$ cat config.mk
export PLATFORM = sky130hd
export DESIGN_NAME = clock_set_ctrl
export DESIGN_NICKNAME = d
export VERILOG_FILES = /design/src/rtl/clock_pkg.sv /design/src/rtl/key_debounce.sv /design/src/rtl/clock_set_ctrl.sv
export SDC_FILE = /design/constraint.sdc
export NUM_CORES = 1
export LEC_CHECK = 0
export ABC_AREA = 1
export BUFFER_PORTS_ARGS = -buffer_cell sky130_fd_sc_hd__buf_2
export CAP_MARGIN = 20
export CORE_MARGIN = 2
export CORE_UTILIZATION = 35
export CTS_BUF_LIST = sky130_fd_sc_hd__clkbuf_16
export DETAILED_ROUTE_END_ITERATION = 10
export PLACE_DENSITY = 0.53
export SYNTH_ARGS = -nofsm -noshare
export SYNTH_HDL_FRONTEND = slang
export SYNTH_SLANG_ARGS = --single-unit
$ cat constraint.sdc
create_clock -name clock -period 2.9 [get_ports clock]
set_input_delay 0.435 -clock clock [delete_from_list [all_inputs] [get_ports clock]]
set_output_delay 0.435 -clock clock [all_outputs]
set_load 0.01 [all_outputs]
$ cat src/rtl/clock_pkg.sv
// Shared encodings and limits for the clock/calendar chain, the set controller and segment_show.
package clock_pkg;

  typedef enum logic [2:0] {
    ST_RUN       = 3'd0,
    ST_SET_HOUR  = 3'd1,
    ST_SET_MIN   = 3'd2,
    ST_SET_DAY   = 3'd3,
    ST_SET_MONTH = 3'd4,
    ST_COMMIT    = 3'd5
  } state_e;

  localparam logic [2:0] FIELD_NONE   = 3'd0;
  localparam logic [2:0] FIELD_HOUR   = 3'd1;
  localparam logic [2:0] FIELD_MINUTE = 3'd2;
  localparam logic [2:0] FIELD_DAY    = 3'd3;
  localparam logic [2:0] FIELD_MONTH  = 3'd4;

  localparam logic [4:0] HOUR_MAX   = 5'd23;
  localparam logic [5:0] MINUTE_MAX = 6'd59;
  localparam logic [4:0] DAY_MAX    = 5'd30;
  localparam logic [3:0] MONTH_MAX  = 4'd11;

  // Observation bundle: FSM state plus the debounced key levels.
  typedef struct packed {
    state_e state;
    logic   mode_level;
    logic   inc_level;
  } dbg_t;

  // Increment with wrap; anything at or above max returns to 0.
  function automatic logic [5:0] wrap_inc(input logic [5:0] value, input logic [5:0] max);
    return (value >= max) ? 6'd0 : value + 6'd1;
  endfunction

endpackage

$ cat src/rtl/key_debounce.sv
// Key conditioner: 2-flop synchroniser, tick-sampled level filter and a press pulse on 0->1.
module key_debounce #(
  parameter int DEB_SAMPLES = 4
) (
  input  logic clock,
  input  logic reset,
  input  logic tick,
  input  logic key,
  output logic level,
  output logic press
);

  localparam int CW = $clog2(DEB_SAMPLES + 1);

  logic [1:0]    sync;
  logic [CW-1:0] cnt;

  always_ff @(posedge clock) begin
    if (reset) begin
      sync  <= 2'b00;
      cnt   <= '0;
      level <= 1'b0;
      press <= 1'b0;
    end else begin
      sync  <= {sync[0], key};
      press <= 1'b0;
      if (tick) begin
        // cnt holds how many consecutive samples have disagreed with level
        if (sync[1] == level) begin
          cnt <= '0;
        end else if (cnt == CW'(DEB_SAMPLES - 1)) begin
          level <= sync[1];
          press <= sync[1];
          cnt   <= '0;
        end else begin
          cnt <= cnt + 1'b1;
        end
      end
    end
  end

endmodule

$ cat src/rtl/clock_set_ctrl.sv
// Time/date setting controller: key conditioning, INC auto-repeat, edit FSM with shadow
// registers, edit timeout and field blink. Commit is a one-cycle load strobe.
module clock_set_ctrl
  import clock_pkg::*;
#(
  parameter int DEB_SAMPLES   = 4,
  parameter int REPEAT_DELAY  = 16,
  parameter int REPEAT_RATE   = 4,
  parameter int BLINK_TICKS   = 8,
  parameter int TIMEOUT_TICKS = 1024
) (
  input  logic       clock,
  input  logic       reset,
  input  logic       tick,
  input  logic       key_mode,
  input  logic       key_inc,
  input  logic [4:0] cur_hour,
  input  logic [5:0] cur_minute,
  input  logic [4:0] cur_day,
  input  logic [3:0] cur_month,
  output logic       run_en,
  output logic       load,
  output logic [4:0] load_hour,
  output logic [5:0] load_minute,
  output logic [4:0] load_day,
  output logic [3:0] load_month,
  output logic [2:0] edit_field,
  output logic       blink,
  output dbg_t       debug
);

  localparam int RW = $clog2(REPEAT_DELAY + 1);
  localparam int IW = $clog2(TIMEOUT_TICKS + 1);
  localparam int BW = $clog2(BLINK_TICKS + 1);

  logic          mode_press, mode_level, inc_press, inc_level;
  logic          tick_d, rep_fire, inc_ev;
  logic [RW-1:0] rep_cnt;
  logic [IW-1:0] idle_cnt;
  logic [BW-1:0] blink_cnt;
  state_e        state;

  key_debounce #(.DEB_SAMPLES(DEB_SAMPLES)) u_mode (
    .clock(clock), .reset(reset), .tick(tick), .key(key_mode),
    .level(mode_level), .press(mode_press)
  );

  key_debounce #(.DEB_SAMPLES(DEB_SAMPLES)) u_inc (
    .clock(clock), .reset(reset), .tick(tick), .key(key_inc),
    .level(inc_level), .press(inc_press)
  );

  // tick_d lines up tick-driven work with the press pulses the debouncers register on tick.
  assign rep_fire = tick_d && inc_level && (rep_cnt == RW'(REPEAT_DELAY));
  assign inc_ev   = inc_press | rep_fire;

  assign debug.state      = state;
  assign debug.mode_level = mode_level;
  assign debug.inc_level  = inc_level;

  // rep_cnt = ticks held since the debounced rise; after a fire it rewinds one rate period.
  always_ff @(posedge clock) begin
    if (reset) begin
      tick_d  <= 1'b0;
      rep_cnt <= '0;
    end else begin
      tick_d <= tick;
      if (!inc_level) begin
        rep_cnt <= '0;
      end else if (tick_d) begin
        rep_cnt <= rep_fire ? RW'(REPEAT_DELAY - REPEAT_RATE + 1) : rep_cnt + 1'b1;
      end
    end
  end

  always_ff @(posedge clock) begin
    if (reset) begin
      state       <= ST_RUN;
      run_en      <= 1'b1;
      load        <= 1'b0;
      load_hour   <= '0;
      load_minute <= '0;
      load_day    <= '0;
      load_month  <= '0;
      edit_field  <= FIELD_NONE;
      blink       <= 1'b0;
      idle_cnt    <= '0;
      blink_cnt   <= '0;
    end else begin
      load <= 1'b0;
      case (state)
        ST_RUN: begin
          if (mode_press) begin
            load_hour   <= cur_hour;
            load_minute <= cur_minute;
            load_day    <= cur_day;
            load_month  <= cur_month;
            state       <= ST_SET_HOUR;
            run_en      <= 1'b0;
            edit_field  <= FIELD_HOUR;
            blink       <= 1'b0;
            blink_cnt   <= '0;
            idle_cnt    <= '0;
          end
        end
        ST_COMMIT: state <= ST_RUN;
        default: begin
          if (mode_press) begin
            idle_cnt  <= '0;
            blink     <= 1'b0;
            blink_cnt <= '0;
            if (state == ST_SET_MONTH) begin
              state      <= ST_COMMIT;
              load       <= 1'b1;
              run_en     <= 1'b1;
              edit_field <= FIELD_NONE;
            end else begin
              state      <= state_e'(state + 3'd1);
              edit_field <= edit_field + 3'd1;
            end
          end else if (inc_ev) begin
            idle_cnt  <= '0;
            blink     <= 1'b0;
            blink_cnt <= '0;
            case (state)
              ST_SET_HOUR:  load_hour   <= 5'(wrap_inc(6'(load_hour), 6'(HOUR_MAX)));
              ST_SET_MIN:   load_minute <= wrap_inc(load_minute, MINUTE_MAX);
              ST_SET_DAY:   load_day    <= 5'(wrap_inc(6'(load_day), 6'(DAY_MAX)));
              ST_SET_MONTH: load_month  <= 4'(wrap_inc(6'(load_month), 6'(MONTH_MAX)));
              default: ;
            endcase
          end else if (tick_d) begin
            if (blink_cnt == BW'(BLINK_TICKS - 1)) begin
              blink     <= ~blink;
              blink_cnt <= '0;
            end else begin
              blink_cnt <= blink_cnt + 1'b1;
            end
            // Timeout placed after blink so its blink clear takes precedence.
            if (idle_cnt == IW'(TIMEOUT_TICKS - 1)) begin
              state      <= ST_RUN;
              run_en     <= 1'b1;
              edit_field <= FIELD_NONE;
              blink      <= 1'b0;
            end else begin
              idle_cnt <= idle_cnt + 1'b1;
            end
          end
        end
      endcase
    end
  end

endmodule
Word level (Yosys, flattened, before mapping)
Cells that the tools add are included.

Multiplexer cells: 65. Add/sub/neg operators: 11. Bitwise operators: 10. Eq/ne operators: 18. Reduce and logical (&&, ||, !) cells: 30. $lt $le $gt $ge: 4.

Operators with widths (number): $mux W11 (5); $mux W5 (11); $mux W4 (10); $mux W3 (12); $mux W6 (5); $reduce_and A5 Y1 (5); $pmux W11 S2 (1); $pmux W5 S2 (2); $pmux W4 S2 (2); $add A5 B1 Y5 const B (3); $reduce_bool A2 Y1 (7); $add A3 B1 Y3 const B (4); $eq A3 B2 Y1 const B (4); $mux W1 (12); $pmux W3 S2 (2); $pmux W6 S2 (1); $reduce_and A4 Y1 (3); $reduce_or A4 Y1 (3); $add A11 B1 Y11 const B (1); $eq A11 B10 Y1 const B (1); $ge A5 B5 Y1 const B (2); $not A1 Y1 (9); $reduce_and A3 Y1 (3); $reduce_bool A3 Y1 (3); other kinds (21) (27).

Logic and storage cells: 159. Input port bits: 25. Flip-flop bits (word level): 64.

Depth between registers and ports, before layout
Gate-level depths: netlist of run 1.

Word-level depth: 7. Depth in mapped cells: 13. Depth with buffers taken out: 12.

By module
Synthesis of run 1 repeated with hierarchy kept, for this count alone.

Cell total of the unflattened synthesis: 547. Area, all modules: 3696.0 sq um.

By module, submodules not included: clock_set_ctrl (area each 3135.5 sq um, times used 1, cells each 473, seq. area each 1001.0 sq um); key_debounce (area each 280.3 sq um, times used 2, cells each 37, seq. area each 140.1 sq um).

Worst setup path after synthesis of run 1
Ideal clock, no wire load.

Path kind: flip-flop to flip-flop. Start: reg state[0]. End: reg idle_cnt[8]. Cell stages (with the launch flop): 12. Clock period less this slack: 1738 ps. Path buffers: 1. Data required time: 2788 ps. Data arrival time: 1626 ps. Slack: 1162 ps. Library setup time: 112 ps. Path through: dfxtp_1 -> inv_1 -> ha_1 -> inv_1 -> nor2_2 -> nand2_2 -> nand2_2 -> a21oi_4 -> buf_6 -> nand4_1 -> nor2_1 -> nor2_1.

Word-level cells in the longest chain between the ends: 3. Elaborated cells on any way between the ends: 6. Classes of those cells: eq/ne (2); mux (1); bitwise (1); reduce/logical (2).

RTL lines: from (decl) (RTL line clock_set_ctrl.sv:41) `state_e state;`; from (signal assigned) (RTL line clock_set_ctrl.sv:118) `state <= state_e'(state + 3'd1);`; $logic_not A3 Y1 / $eq A3 B3 Y1 (equally long branches) (RTL line clock_set_ctrl.sv:91) `case (state)`; $ne A2 B1 Y1 (no source line) / $not A1 Y1 (equally long branches); $reduce_and A4 Y1 (no source line); to (signal assigned) (RTL line clock_set_ctrl.sv:146) `idle_cnt <= idle_cnt + 1'b1;`; to (decl) (RTL line clock_set_ctrl.sv:39) `logic [IW-1:0] idle_cnt;`.

Parallel ways exist; a longest one is shown, timed or not. A chain may end at the register's enable or synchronous reset.

Worst setup path after layout of run 1
Start: reg state[0]. End: reg blink.

Word-level cells in the longest chain between the ends: 3. Elaborated cells on any way between the ends: 6. Classes of those cells: eq/ne (2); mux (1); bitwise (1); reduce/logical (2).

RTL lines: $logic_not A3 Y1 / $eq A3 B3 Y1 (equally long branches) (RTL line clock_set_ctrl.sv:91); $ne A2 B1 Y1 (no source line) / $not A1 Y1 (equally long branches); $reduce_and A4 Y1 (no source line); to (signal assigned) (RTL line clock_set_ctrl.sv:134) `blink <= ~blink;`; to (decl) (RTL line clock_set_ctrl.sv:28) `output logic blink,`.

Parallel ways exist; a longest one is shown, timed or not.

==> results of run 1 <==
-- metal layers --
| layer | up-vias | routed length, microns | part of all wire (%) |
|---|---|---|---|
| met5 | - | 0 | 0 |
| met4 | 0 | 119 | 1.4 |
| met3 | 8 | 391 | 4.7 |
| met2 | 61 | 3760 | 45 |
| met1 | 1531 | 4060 | 49 |
| li1 | 1863 | - | - |
-- how the worst min path moves through the flow --
stage,slack (ns),cells after the start,endpoint
finish,0.30,3,u_inc.sync[0]$_SDFF_PP0_
global route,0.31,3,u_inc.sync[0]$_SDFF_PP0_
CTS,0.30,3,u_inc.sync[0]$_SDFF_PP0_
detailed placement,0.40,2,u_inc.sync[1]$_SDFF_PP0_
global placement,0.39,2,u_inc.sync[1]$_SDFF_PP0_
floorplan,0.39,2,u_inc.sync[1]$_SDFF_PP0_
-- cells in the mapped netlist (4+ instances only) --
master and count:
nand2_1 145, nor2_2 4, dfxtp_1 64, ha_1 16, inv_2 6, nand2_2 7, xnor2_1 5, a21oi_1 28
nor3_1 5, nor2_1 89, buf_6 6, nand4_1 11, o21ai_0 26, clkbuf_1 5, nand3_1 26, xor2_1 6
inv_1 70
-- cell usage in the layout (no fill, tap or decap), types with 3 or more instances in the layout --
| cell type | instances |
|---|---|
| inv_2 | 6 |
| clkbuf_16 | 9 |
| nor2_2 | 4 |
| nor3_1 | 5 |
| a22oi_1 | 3 |
| xnor2_1 | 5 |
| ha_1 | 16 |
| a21oi_1 | 28 |
| nor2_1 | 89 |
| inv_1 | 70 |
| xor2_1 | 6 |
| nand2_2 | 7 |
| o21ai_0 | 26 |
| o21ai_2 | 3 |
| buf_2 | 55 |
| nand3_1 | 26 |
| nand2_1 | 145 |
| a211oi_1 | 3 |
| nand3_2 | 3 |
| dfxtp_1 | 64 |
| nand4_1 | 11 |
| o21ai_1 | 3 |
-- cells by family (layout without fill, tap and decap cells) --
| logic type | Yosys count | in the layout |
|---|---|---|
| AOI/OAI and AO/OA | 76 | 76 |
| DFF | 64 | 64 |
| and+or+nand+nor | 296 | 296 |
| xor gates and xnor gates | 11 | 11 |
| buffers and inverters | 94 | 151 |
| adders and majority gates | 16 | 16 |
-- flip-flops by register name, summed over array words and instances (netlist names), 2 cells and up --
signal and count:
idle_cnt 11, u_mode.cnt 3, state 3, u_mode.sync 2, rep_cnt 5, blink_cnt 4
u_inc.sync 2, load_minute 6, load_hour 5, load_day 5, u_inc.cnt 3, load_month 4
edit_field 3
-- cell type report --
class,count,area (sq um),area share (%)
clock buffers,9,225,5.18
clock inverters,7,80.1,1.84
inverters,78,295,6.79
multi-input cells,399,2010,46.1
flip-flops and latches,64,1280,29.5
well taps,136,170,3.91
repair buffers,57,290,6.67
-- where the power goes --
| part | total, W | switching (W) | internal (W) |
|---|---|---|---|
| Clock | 0.00109 | 0.000418 | 0.000673 |
| Combinational | 0.0000593 | 0.0000350 | 0.0000243 |
| Sequential | 0.000887 | 0.00000312 | 0.000884 |
| Total | 0.00204 | 0.000456 | 0.00158 |
-- worst max-delay path, delay by kind of cell (launching register included) --
| kind | cells | cell delay (ns) |
|---|---|---|
| AO/OA/AOI/OAI | 3 | 0.72 |
| adder cells (fa/ha/maj) | 1 | 0.24 |
| buffers and inverters | 2 | 0.17 |
| AND/OR/NAND/NOR | 4 | 0.37 |
| flip-flops | 1 | 0.42 |
-- per-stage QoR --
stage | cells | worst slack, ns | hold slack, ns | utilization [%] | area, sq um
after floorplan | 557 | 1.16 | 0.388 | - | 3700
after global placement | 734 | 0.955 | 0.394 | 39.3 | 4040
after detailed placement | 734 | 0.879 | 0.396 | 39.3 | 4040
after CTS | 750 | 0.867 | 0.295 | 42.3 | 4350
after global routing | 750 | 0.550 | 0.313 | 42.3 | 4350
final | 750 | 0.872 | 0.302 | 42.3 | 4350
==> results.md, run 1 <==
* Syn. warnings at 0
* CP Max Fanout at 16
* Pwr/cell area at 468 nW/um^2
* Core area at 10300 sq um
* Post-synth cell types at 39
* Row count at 37
* CTS tree: yes
* GR Util met3 at 3.71%
* Post-synthesis sequential area ratio at 34.6%
* Clock Latency Late Sink at 0.33 ns
* Post-synth net total at 598
* Synth async-reset ratio at 0%
* CTS Sinks at 64
* Residual DRC at 0
* Largest area contributor in the netlist: dfxtp_1
* Top-Level Pins at 56
* F_max at 493 MHz
* Die span in y at 107 microns
* Gr usage total at 15.6%
* Post-synthesis instance total at 557
* Congestion Overflow GR at 0
* Unrepaired setup endpoints after global routing: no
* Worst vdd ir at 243 uV
* Post-synthesis adder-cell area fraction at 5.41%
* Period utilization at 69.9%
* HP Class: in2reg
* Synth-to-layout area growth at 17.6%
* Post-layout min period at 2.03 ns
* Number of global-route vias before repair at 3232
* FF-to-FF path depth at 10
* Global-route wire length before repair at 14300 microns
* Total CTS buffers at 9
* Post-DR wirelength/cell at 11.1 microns
* Critical Path AT at 2.25 ns
* Setup_tns at 0 ns
* Clk_skew at 0.00788 ns
* Outcome: complete, no violations
* Synth Cell Area at 3700 sq um
* Antenna diode count at 0
* Most used DFF post-synth: dfxtp_1
* CP Class: reg2reg
* Vias per inst at 4.62
* Gates resized, CTS repair at 0
* Register-to-Register Setup Slack at 0.87 ns
* # nets final at 650
* Worst Setup EP: blink$_SDFFE_PP0P_
* Fraction of layout instances using a drive strength above 1 at 17.1%
* Initial Utilization at 36.0%
* Clk slew on worst S/H paths at 0.06 ns
* Synth Area in Simple Gates at 34.2%
* Clock Tree Root: clkbuf_16
* Reg-to-Reg Start: state[0]$_SDFFE_PP0P_
* CP required at 3.12 ns
* Mean Syn Cell Area at 6.64 sq um
* DR vias at 3463
* Die X at 107 microns
* Port buffer count at 55
* Global Route met2 Usage at 25.4%
* Hold Buf Count CTS at 0
* Slew headroom at 52.7%
* FF-to-FF End: blink$_SDFFE_PP0P_
* Longest Clk Path Bufs at 2
* H-tree depth at 3
* Post-synthesis mux area share at 0%
* Hold Vio Cnt, Final at 0
* P_leak at 2.08 nW
* Routed Antenna Nets at 0
* Area fraction in compound gates after synthesis at 12.0%
* Max-cap viol count at 0
* Die ar. at 11400 sq um
* Synth Area in XOR/XNOR at 2.60%
* GPL Wtd Cong at 0.820
* Count of final setup violators at 0
* Initial antenna violation count at 0
* First-pass DRT Iterations at 4
* Final wirelength at 8340 microns
* Synth area leaders: dfxtp_1, nand2_1, nor2_1, inv_1, ha_1
* 1st-iter DRT viols at 167
* CP max-delay cell: dfxtp_1
* CP peak stage delay at 0.42 ns
* Startpoint class of the critical path: flop
* CP Cell Sequence: inv_1 > ha_1 > inv_1 > nor2_2 > nand2_2 > nand2_2 > a21oi_4 > o21ai_1 > o21ai_0 > nor2_1
* Met1 GRT Util at 19.7%
* Number of synthesized flops with an enable pin at 0
* Top-area cell type share of the netlist area at 34.6%
* Worst-margin pin slew at 0.708 ns
* Total power at 0.00204 W
* Postcts setup bufs at 0
* Largest family of logic cells by synthesized area: simple AND/OR/NAND/NOR gates
* GRT busiest layer: met2
* Fillers at 1113
* Largest net degree at the start of global routing at 38
* Final number of max-transition violations at 0
* Setup crit start: state[0]$_SDFFE_PP0P_
* Worst Setup End Kind: flop
* HPWL Detailed at 6000 microns
* Hold_sp: key_inc
* FF+latch count, synth at 64
No activity file was read; power rests on OpenSTA's default activity.
==> run 2, diff against run 1 <==
Settings changed: ABC_AREA 1 to 0, PLACE_DENSITY 0.53 to 0.56.
Clock period 2.9 ns to 1.8 ns, I/O delays scaled along.
==> results.md, run 2 <==
* Top-area cell type share of the netlist area at 35.1%
* Family with the most delay on the worst path: simple AND/OR/NAND/NOR gates
* Unrepaired setup endpoints after global routing: yes
* Worst Hold Depth at 2
* 1st-iter DRT viols at 115
* Worst vdd ir at 401 uV
* FF+latch count, synth at 64
* Die ar. at 11200 sq um
* Largest register FFs at 11
* # nets final at 554
* Combinational fraction of design power at 2.9%
* Syn. warnings at 0
* CTS Sinks at 64
* P_leak at 1.97 nW
* Period utilization at 96.5%
* Clock power share at 53.8%
* Sw Pwr at 0.000686 W
* Hold_sp: key_mode
* Synth-to-layout area growth at 31.5%
* Multi-input logic area at 2290 sq um
* Biggest regs: idle_cnt x11, load_minute x6
* Critical Path AT at 1.99 ns
* Reg-to-Reg Start: idle_cnt[1]$_SDFFE_PP0P_
* Max-cap viol count at 0
* Worst Setup End Kind: flop
* Synth async-reset ratio at 0%
* FF-to-FF End: idle_cnt[4]$_SDFFE_PP0P_
* Slew headroom at 74.4%
* Synth Cell Area at 3650 sq um
* Final Core Density at 46.9%
* DR vias at 3478
* Initial Utilization at 35.6%
* Gr usage total at 17.0%
* Global-route wire length before repair at 15400 microns
* Mean Syn Cell Area at 8.56 sq um
* Total CTS buffers at 9
* Row count at 37
* Hold_ws at 0.144 ns
* GPL Wtd Cong at 0.830
* Worst-margin pin slew at 0.382 ns
* Port buffer count at 55
* Pwr/cell area at 687 nW/um^2
* Clock Latency Late Sink at 0.34 ns
* Crit path top cell by count: nor3_1
* Number of synthesized flops with an enable pin at 0
* Worst path buffer plus inverter count at 1
* Residual DRC at 0
* HP Class: in2reg
* Fillers at 961
* Count of final setup violators at 0
* First-pass DRT Iterations at 6
* Routed Antenna Nets at 0
* Core area at 10200 sq um
* Die span in y at 106 microns
* Final wirelength at 9420 microns
* Setup_tns at 0 ns
* Most common cell in the netlist: dfxtp_1
* Post-synth top cells: dfxtp_1, a21oi_1, nor2_1, o21ai_0, nand2_1
* CP Max Fanout at 8
* Largest net degree at the start of global routing at 34
* Total power at 0.00330 W
* Clock Tree Root: clkbuf_16
* Post-synth cell types at 74
* CP peak stage delay at 0.41 ns
* Startpoint class of the critical path: flop
* Post-DR wirelength/cell at 14.4 microns
* Outcome: complete, no violations
* Most used DFF post-synth: dfxtp_1
* Fraction of layout instances using a drive strength above 1 at 30.7%
* Largest area contributor in the netlist: dfxtp_1
* Vias per inst at 5.32
* Longest Clk Path Bufs at 2
* H-tree depth at 3
* Synth area leaders: dfxtp_1, a21oi_1, ha_1, o21ai_0, nor2_1
* Most frequent cells in the layout: dfxtp_1, buf_2, a21oi_1
* Largest Register: idle_cnt
* Post-Place Setup Slack at -0.0181 ns
* Switching portion of total power at 20.8%
* Initial antenna violation count at 0
* HPWL Detailed at 6820 microns
* Worst Hold End: u_mode.sync[0]$_SDFF_PP0_
* Sequential share of power at 43.3%
* Antenna diode count at 0
* Commonest non-fill, non-tap cell in the layout: dfxtp_1
* Clk slew on worst S/H paths at 0.06 ns
* Die X at 106 microns
* Flip-flop and latch area at 1290 sq um
* Post-synth net total at 467
* Register-to-Register Setup Slack at 0.06 ns
* CP Class: reg2reg
* FF-to-FF path depth at 7
* Post-layout min period at 1.74 ns
* CTS tree: yes
* Final number of max-transition violations at 0
* Hold Buf Count CTS at 0
* CP max-delay cell: nor3_4
* Top-Level Pins at 56
* Clk_skew at 0.00525 ns
* Hold Vio Cnt, Final at 0
* Congestion Overflow GR at 0
* F_max at 576 MHz
* Post-synthesis instance total at 426
* CP required at 2.05 ns
* Crit path setup slack, layout at 0.0630 ns
* Number of global-route vias before repair at 3236
* CP Cell Sequence: ha_4 > and4_4 > nand4_1 > nor3_4 > buf_6 > nor3_1 > nor3_1
* Post-synthesis sequential area ratio at 35.1%
* Internal at 0.00261 W
==> run 2: changes by cell type in the layout (fill, tap and decap cells not counted), moves of 5 or more <==
cell and change:
nor3_1 +10, and3_1 +9, nand2_1 -122, o21a_1 +5, inv_1 -53, nand2b_1 +6
a21oi_1 +14, nand2_2 -7, nand3_1 -13, mux2i_1 +5, nor2b_1 +9, nand4_1 -6
buf_4 +38, nor2_1 -59
==> run 2: worst max-delay path by stage <==
stage | cells after the start | startpoint | endpoint
3_5_place_dp | 7 | state[0]$_SDFFE_PP0P_ | load_minute[1]$_SDFFE_PP0P_
5_1_grt | 7 | idle_cnt[1]$_SDFFE_PP0P_ | idle_cnt[5]$_SDFFE_PP0P_
4_1_cts | 7 | state[0]$_SDFFE_PP0P_ | state[1]$_SDFFE_PP0P_
2_1_floorplan | 8 | state[0]$_SDFFE_PP0P_ | load_minute[4]$_SDFFE_PP0P_
6_report | 7 | idle_cnt[1]$_SDFFE_PP0P_ | idle_cnt[4]$_SDFFE_PP0P_
3_3_place_gp | 8 | state[0]$_SDFFE_PP0P_ | load_minute[3]$_SDFFE_PP0P_
==> run 2: worst reg2reg max path, delay by kind of cell (launching register included) <==
family	cells	cell delay, ns
adder cells (fa/ha/maj)	1	0.14
buffers and inverters	1	0.17
flip-flops	1	0.36
AND/OR/NAND/NOR	5	1.00
==> run 2: timing repair <==
action / CTS / global route
resized for setup: 3 / 22
setup buffers: 0 / 2
endpoints found under the setup margin: 4 / 32
pin swaps: 0 / 8
==> run 2: metal layers <==
layer | vias to the layer above | global-route usage (%) | part of all wire, %
met5 | - | 0 | 0
met4 | 0 | 6.48 | 1.6
met3 | 10 | 3.92 | 4.2
met2 | 66 | 28.3 | 48
met1 | 1642 | 21.5 | 46
li1 | 1760 | - | -
==> run 2: cell type report <==
type / instances / area share [%]
clock inverters: 6 / 1.23
clock buffers: 10 / 5.22
repair buffers: 101 / 14.0
inverters: 18 / 1.46
multi-input cells: 319 / 47.7
flip-flops and latches: 64 / 26.9
well taps: 136 / 3.55
==> run 2: cells by family (layout without fill, tap and decap cells) <==
logic type,after synthesis,count (layout),synth area share [%]
buffers and inverters,43,135,5.66
DFF,64,64,35.1
xor gates and xnor gates,7,7,1.68
AOI/OAI and AO/OA,136,136,25.3
muxes,6,6,1.68
adders and majority gates,16,16,5.49
and+or+nand+nor,154,154,25.0
==> run 2: power groups by stage <==
stage | logic (W) | clock network, W | registers (W)
after floorplan | 0.0000502 | 0 | 0.00146
after global placement | 0.0000944 | 0 | 0.00146
after detailed placement | 0.0000960 | 0 | 0.00146
after CTS | 0.0000961 | 0.00182 | 0.00143
after global routing | 0.000106 | 0.00186 | 0.00143
final | 0.0000961 | 0.00177 | 0.00143
==> run 2: through the flow <==
| step | instance area (sq um) | cells |
|---|---|---|
| 4_1_cts | 4680 | 652 |
| 2_1_floorplan | 3670 | 426 |
| 5_1_grt | 4790 | 654 |
| 3_3_place_gp | 4350 | 636 |
| 6_report | 4790 | 654 |
| 3_5_place_dp | 4350 | 636 |
